## config.mk

```make
export PLATFORM = sky130hd
export DESIGN_NAME = vga_timing_gen
export DESIGN_NICKNAME = d
export VERILOG_FILES = /design/src/rtl/vga_timing_gen.sv
export SDC_FILE = /design/constraint.sdc
export NUM_CORES = 1
export LEC_CHECK = 0
export ABC_AREA = 1
export CELL_PAD_IN_SITES_DETAIL_PLACEMENT = 0
export CELL_PAD_IN_SITES_GLOBAL_PLACEMENT = 1
export CORE_ASPECT_RATIO = 1.4
export CORE_MARGIN = 1
export CORE_UTILIZATION = 31
export CTS_BUF_LIST = sky130_fd_sc_hd__clkbuf_16
export CTS_CLUSTER_SIZE = 16
export DETAILED_ROUTE_END_ITERATION = 8
export HOLD_SLACK_MARGIN = 0.03
export PLACE_DENSITY_LB_ADDON = 0.1
export SLEW_MARGIN = 30
export SYNTH_ARGS = -nofsm -noshare
export SYNTH_HDL_FRONTEND = slang
export SYNTH_SLANG_ARGS = --single-unit
export TNS_END_PERCENT = 50
```

## constraint.sdc

```tcl
create_clock -name CLK_25MH -period 1.65 [get_ports CLK_25MH]
set_clock_uncertainty 0.2 [all_clocks]
set_input_delay 0.33 -clock CLK_25MH [delete_from_list [all_inputs] [get_ports CLK_25MH]]
set_output_delay 0.33 -clock CLK_25MH [all_outputs]
set_load 0.01 [all_outputs]
```

## src/rtl/vga_timing_gen.sv

```systemverilog
// Parametrised VGA raster generator: counters, latency-matched sync/blank/colour outputs.
// Optional colour-bar pattern is built only when VGA_TEST_PATTERN_EN is defined.
`timescale 1ns/1ps

module vga_timing_gen #(
    parameter int H_ACTIVE = 640,
    parameter int H_FP     = 16,
    parameter int H_SYNC   = 96,
    parameter int H_BP     = 48,
    parameter int V_ACTIVE = 480,
    parameter int V_FP     = 10,
    parameter int V_SYNC   = 2,
    parameter int V_BP     = 33,
    parameter int SYNC_POL = 0,
    parameter int COLOR_W  = 3,
    parameter int CNT_W    = 10,
    parameter int LAT      = 0
) (
    input  logic               CLK_25MH,
    input  logic               RST_N,
    input  logic [COLOR_W-1:0] rgb_in,
    input  logic               test_mode,
    output logic [CNT_W-1:0]   hor_count,
    output logic [CNT_W-1:0]   ver_count,
    output logic [COLOR_W-1:0] RGB,
    output logic               hsync,
    output logic               vsync,
    output logic               de,
    output logic               frame_start
);

    localparam int H_TOTAL = H_ACTIVE + H_FP + H_SYNC + H_BP;
    localparam int V_TOTAL = V_ACTIVE + V_FP + V_SYNC + V_BP;

    localparam logic [CNT_W-1:0] H_LAST   = CNT_W'(H_TOTAL - 1);
    localparam logic [CNT_W-1:0] V_LAST   = CNT_W'(V_TOTAL - 1);
    localparam logic [CNT_W-1:0] H_ACT_C  = CNT_W'(H_ACTIVE);
    localparam logic [CNT_W-1:0] V_ACT_C  = CNT_W'(V_ACTIVE);
    localparam logic [CNT_W-1:0] HS_START = CNT_W'(H_ACTIVE + H_FP);
    localparam logic [CNT_W-1:0] HS_END   = CNT_W'(H_ACTIVE + H_FP + H_SYNC);
    localparam logic [CNT_W-1:0] VS_START = CNT_W'(V_ACTIVE + V_FP);
    localparam logic [CNT_W-1:0] VS_END   = CNT_W'(V_ACTIVE + V_FP + V_SYNC);
    localparam logic             SYNC_IDLE = (SYNC_POL == 0) ? 1'b1 : 1'b0;

    logic active_raw, hs_raw, vs_raw, fs_raw;
    logic act_dly, hs_dly, vs_dly, fs_dly;
    logic [COLOR_W-1:0] pix_sel;

    always_ff @(posedge CLK_25MH) begin
        if (!RST_N) begin
            hor_count <= '0;
            ver_count <= '0;
        end else if (hor_count == H_LAST) begin
            hor_count <= '0;
            ver_count <= (ver_count == V_LAST) ? '0 : ver_count + CNT_W'(1);
        end else begin
            hor_count <= hor_count + CNT_W'(1);
        end
    end

    assign active_raw = (hor_count < H_ACT_C) && (ver_count < V_ACT_C);
    assign hs_raw     = (hor_count >= HS_START) && (hor_count < HS_END);
    assign vs_raw     = (ver_count >= VS_START) && (ver_count < VS_END);
    assign fs_raw     = (hor_count == '0) && (ver_count == '0);

`ifdef VGA_TEST_PATTERN_EN
    logic [CNT_W-1:0] hc_dly;
`endif

    // Flags travel alongside the renderer pipeline so they meet rgb_in on the same edge.
    generate
        if (LAT == 0) begin : g_no_delay
            assign act_dly = active_raw;
            assign hs_dly  = hs_raw;
            assign vs_dly  = vs_raw;
            assign fs_dly  = fs_raw;
`ifdef VGA_TEST_PATTERN_EN
            assign hc_dly  = hor_count;
`endif
        end else begin : g_delay
            logic [LAT-1:0] act_sr, hs_sr, vs_sr, fs_sr;
`ifdef VGA_TEST_PATTERN_EN
            logic [CNT_W-1:0] hc_sr [LAT];
`endif

            always_ff @(posedge CLK_25MH) begin
                if (!RST_N) begin
                    act_sr <= '0;
                    hs_sr  <= '0;
                    vs_sr  <= '0;
                    fs_sr  <= '0;
`ifdef VGA_TEST_PATTERN_EN
                    for (int i = 0; i < LAT; i++) hc_sr[i] <= '0;
`endif
                end else begin
                    act_sr[0] <= active_raw;
                    hs_sr[0]  <= hs_raw;
                    vs_sr[0]  <= vs_raw;
                    fs_sr[0]  <= fs_raw;
`ifdef VGA_TEST_PATTERN_EN
                    hc_sr[0]  <= hor_count;
`endif
                    for (int i = 1; i < LAT; i++) begin
                        act_sr[i] <= act_sr[i-1];
                        hs_sr[i]  <= hs_sr[i-1];
                        vs_sr[i]  <= vs_sr[i-1];
                        fs_sr[i]  <= fs_sr[i-1];
`ifdef VGA_TEST_PATTERN_EN
                        hc_sr[i]  <= hc_sr[i-1];
`endif
                    end
                end
            end

            assign act_dly = act_sr[LAT-1];
            assign hs_dly  = hs_sr[LAT-1];
            assign vs_dly  = vs_sr[LAT-1];
            assign fs_dly  = fs_sr[LAT-1];
`ifdef VGA_TEST_PATTERN_EN
            assign hc_dly  = hc_sr[LAT-1];
`endif
        end
    endgenerate

`ifdef VGA_TEST_PATTERN_EN
    logic [2:0]         bar_idx;
    logic [COLOR_W-1:0] bar_color;

    assign bar_idx = 3'(hc_dly / CNT_W'(H_ACTIVE / 8));

    always_comb begin
        bar_color      = '0;
        bar_color[2:0] = bar_idx;
    end

    assign pix_sel = test_mode ? bar_color : rgb_in;
`else
    logic unused_test_mode;
    assign unused_test_mode = test_mode;
    assign pix_sel          = rgb_in;
`endif

    always_ff @(posedge CLK_25MH) begin
        if (!RST_N) begin
            RGB         <= '0;
            de          <= 1'b0;
            hsync       <= SYNC_IDLE;
            vsync       <= SYNC_IDLE;
            frame_start <= 1'b0;
        end else begin
            RGB         <= act_dly ? pix_sel : '0;
            de          <= act_dly;
            hsync       <= hs_dly ^ SYNC_IDLE;
            vsync       <= vs_dly ^ SYNC_IDLE;
            frame_start <= fs_dly;
        end
    end

endmodule

```

==> results.ini <==
[pwr]
p_sw_share_pct=22.6
power_mw=1.35
clkPwrFrac_pct=42.0
p_sw_mw=0.306
power_frac_seq_pct=49.8
combPwrFrac_pct=8.2
leakage_nw=1.05
powerDensity_mw_per_mm2=650
ir_worst_vdd_uv=373
intPower_mw=1.05

[layout]
fill_cells=517
drive_gt1_share_pct=19.8
fin_nets=274
insertedDiodeCount=0
area_delta_synth_final_pct=44.6
multi_input_area_um2=798
ff_latch_area_um2=556

[synth]
avgSynthCellArea_um2=7.00
synth_cell_types=23
async_flop_share_pct=0
synth-edff-count=0
yosysSeqAreaShare_pct=37.5
yosys.area.top_type_share_pct=37.5
syn_nets=216
ys_seq_elements=27
synthCells=206
synth_area_mm2=0.00144
synthTopCellsByCount=nand2_1 (51), nor2_1 (35), dfxtp_1 (27), inv_1 (27), nand3_1 (19)
synth_area_leaders=dfxtp_1 (38%), nand2_1 (13%), nor2_1 (9.1%)
yosysMostFrequentCell=nand2_1
yosys.area.top_type=dfxtp_1
synth-main-ff-cell=dfxtp_1
synth_warnings=0

[setup_path]
crit_path_max_fanout=7
cp-startpoint=hor_count[0]
timing.rr.start=ver_count[0]
path_class=flip-flop to output port
worst_ep_arrival_time_ns=1.04
startpoint_type=flip-flop
worstSetupEndpointType=output port
required_ns=1.12

[timing]
final_hold_viol_count=0
post-route-min-period_ns=1.57
layout_setup_ws_ns=0.0798
maxSlewViolCount=0
rsz0062_at_grt=false
setup_violations=0
min_period_over_period_pct=95.2
tightest_slew_ns=0.348
timing.slew.headroom_pct=76.6
fmax_mhz=637

[global_route]
track_usage_pct=18.2
grt_max_degree=15
antenna_found_initial=0
grt_pass1_vias=1420
grt_pass1_wl_um=6460
grt_overflow=0

[clock_tree]
post_cts_buffers=0
cts_hold_buf=0
cts_tree=yes
cts.sinks=27
cts_max_level=1
path_clk_slew_ns=0.07
cts_buffers=3
ctsLongestPathBuffers=2
clockRootBuffer=clkbuf_16
clkLatencyLatePin_ns=0.27

[route]
vias=1450
firstDrtPassIters=4
vias_per_cell=4.46
dr.first_iter.drc_count=61
totalWireLength_um=3900
ant_nets=0
drc=0
post_drt_wl_per_cell_um=12.0

[run_status]
outcome=complete, no violations

[worst_hold_path]
hp-class=flip-flop to flip-flop
min_from=hor_count[8]

[floorplan]
fp.dieArea_mm2=0.00493
ios=33
initial_core_util_pct=32.0
rows=29
die_h_um=82.7
dieWidth_um=59.6
core_area_mm2=0.00450

[placed_design]
io_buffer_count=31
gp_congestion=0.789
pre_cts_slack_ns=-0.0145
hpwl_um=3090

[flow_run]
drv_cap=0

-- sequential cells by signal, indices dropped and copies added (netlist names) --
name,count
hor_count,10
hsync,1
frame_start,1
de,1
ver_count,10
RGB,3
vsync,1
-- cell families after synthesis --
logic type	after synthesis	share of synthesized area [%]
compound gates	9	3.12
simple gates	133	46.5
xor+xnor	2	1.22
fa+ha+maj	4	3.47
buf+inv	31	8.16
flops	27	37.5
-- area by class of cell --
cell class / count / area share [%]
Clock inverter: 1 / 0.180
Inverter: 31 / 5.64
Tap cell: 62 / 3.72
Multi-Input combinational cell: 148 / 38.3
Clock buffer: 3 / 3.60
Sequential cell: 27 / 26.7
Timing Repair Buffer: 53 / 21.9
-- power groups by stage --
| stage | Clock [mW] | Sequential [mW] | Combinational, mW |
|---|---|---|---|
| 5_1_grt | 0.617 | 0.676 | 0.122 |
| 4_1_cts | 0.589 | 0.673 | 0.114 |
| 6_report | 0.569 | 0.675 | 0.110 |
| 2_1_floorplan | 0 | 0.698 | 0.0388 |
| 3_3_place_gp | 0 | 0.688 | 0.119 |
| 3_5_place_dp | 0 | 0.689 | 0.120 |
-- cell usage in the layout (no fill, tap or decap), types with 2 or more instances in the layout --
| master | synthesis | routed |
|---|---|---|
| nand2_4 | 2 | 2 |
| dlygate4sd2_1 | 0 | 23 |
| inv_1 | 27 | 28 |
| ha_1 | 4 | 3 |
| nand3_1 | 19 | 19 |
| buf_4 | 0 | 22 |
| clkdlybuf4s50_1 | 0 | 4 |
| nor2_1 | 35 | 34 |
| clkbuf_16 | 0 | 3 |
| nor2_4 | 5 | 5 |
| inv_2 | 3 | 3 |
| nand2_1 | 51 | 51 |
| dlymetal6s2s_1 | 0 | 4 |
| dfxtp_2 | 0 | 9 |
| nor3_1 | 4 | 4 |
| a21oi_1 | 8 | 8 |
| xor2_1 | 2 | 2 |
| dfxtp_1 | 27 | 17 |
| nand4_1 | 9 | 9 |
-- routing by layer --
metal / share of wire (%) / track usage (%) / vias to the layer above
met5: 0 / 0 / -
met4: 3.2 / 10.2 / 0
met3: 2.9 / 2.96 / 9
met2: 52 / 32.0 / 32
met1: 41 / 20.5 / 640
li1: - / - / 769
-- path summary, 6_finish.rpt --
path / end / slack, ns / depth (start not counted)
worst max-delay path: hor_count[0] / 0.08 / 2
worst min-delay path: hor_count[8] / 0.30 / 2
worst max register to register: ver_count[4] / 0.14 / 9
worst min register to register: hor_count[8] / 0.30 / 2
-- what timing repair did --
item | in CTS | in global routing
pin swaps | 0 | 1
resized for setup | 32 | 9
setup endpoints to repair | 24 | 16
-- metrics by stage --
step	TNS, ns	area (um2)	hold WS [ns]	instances	util [%]
5_1_grt	0	2080	0.341	325	46.3
3_3_place_gp	0	1990	0.329	321	44.3
2_1_floorplan	0	1440	0.242	206	-
6_report	0	2080	0.299	325	46.3
4_1_cts	-0.0947	2060	0.303	325	45.7
3_5_place_dp	-0.0145	1990	0.332	321	44.3
-- critical path, stage by stage, from the launching register on --
cell and delay [ns]:
dfxtp_2 0.34, buf_4 0.15, dlygate4sd2_1 0.28
No activity file was read; power rests on OpenSTA's default activity.
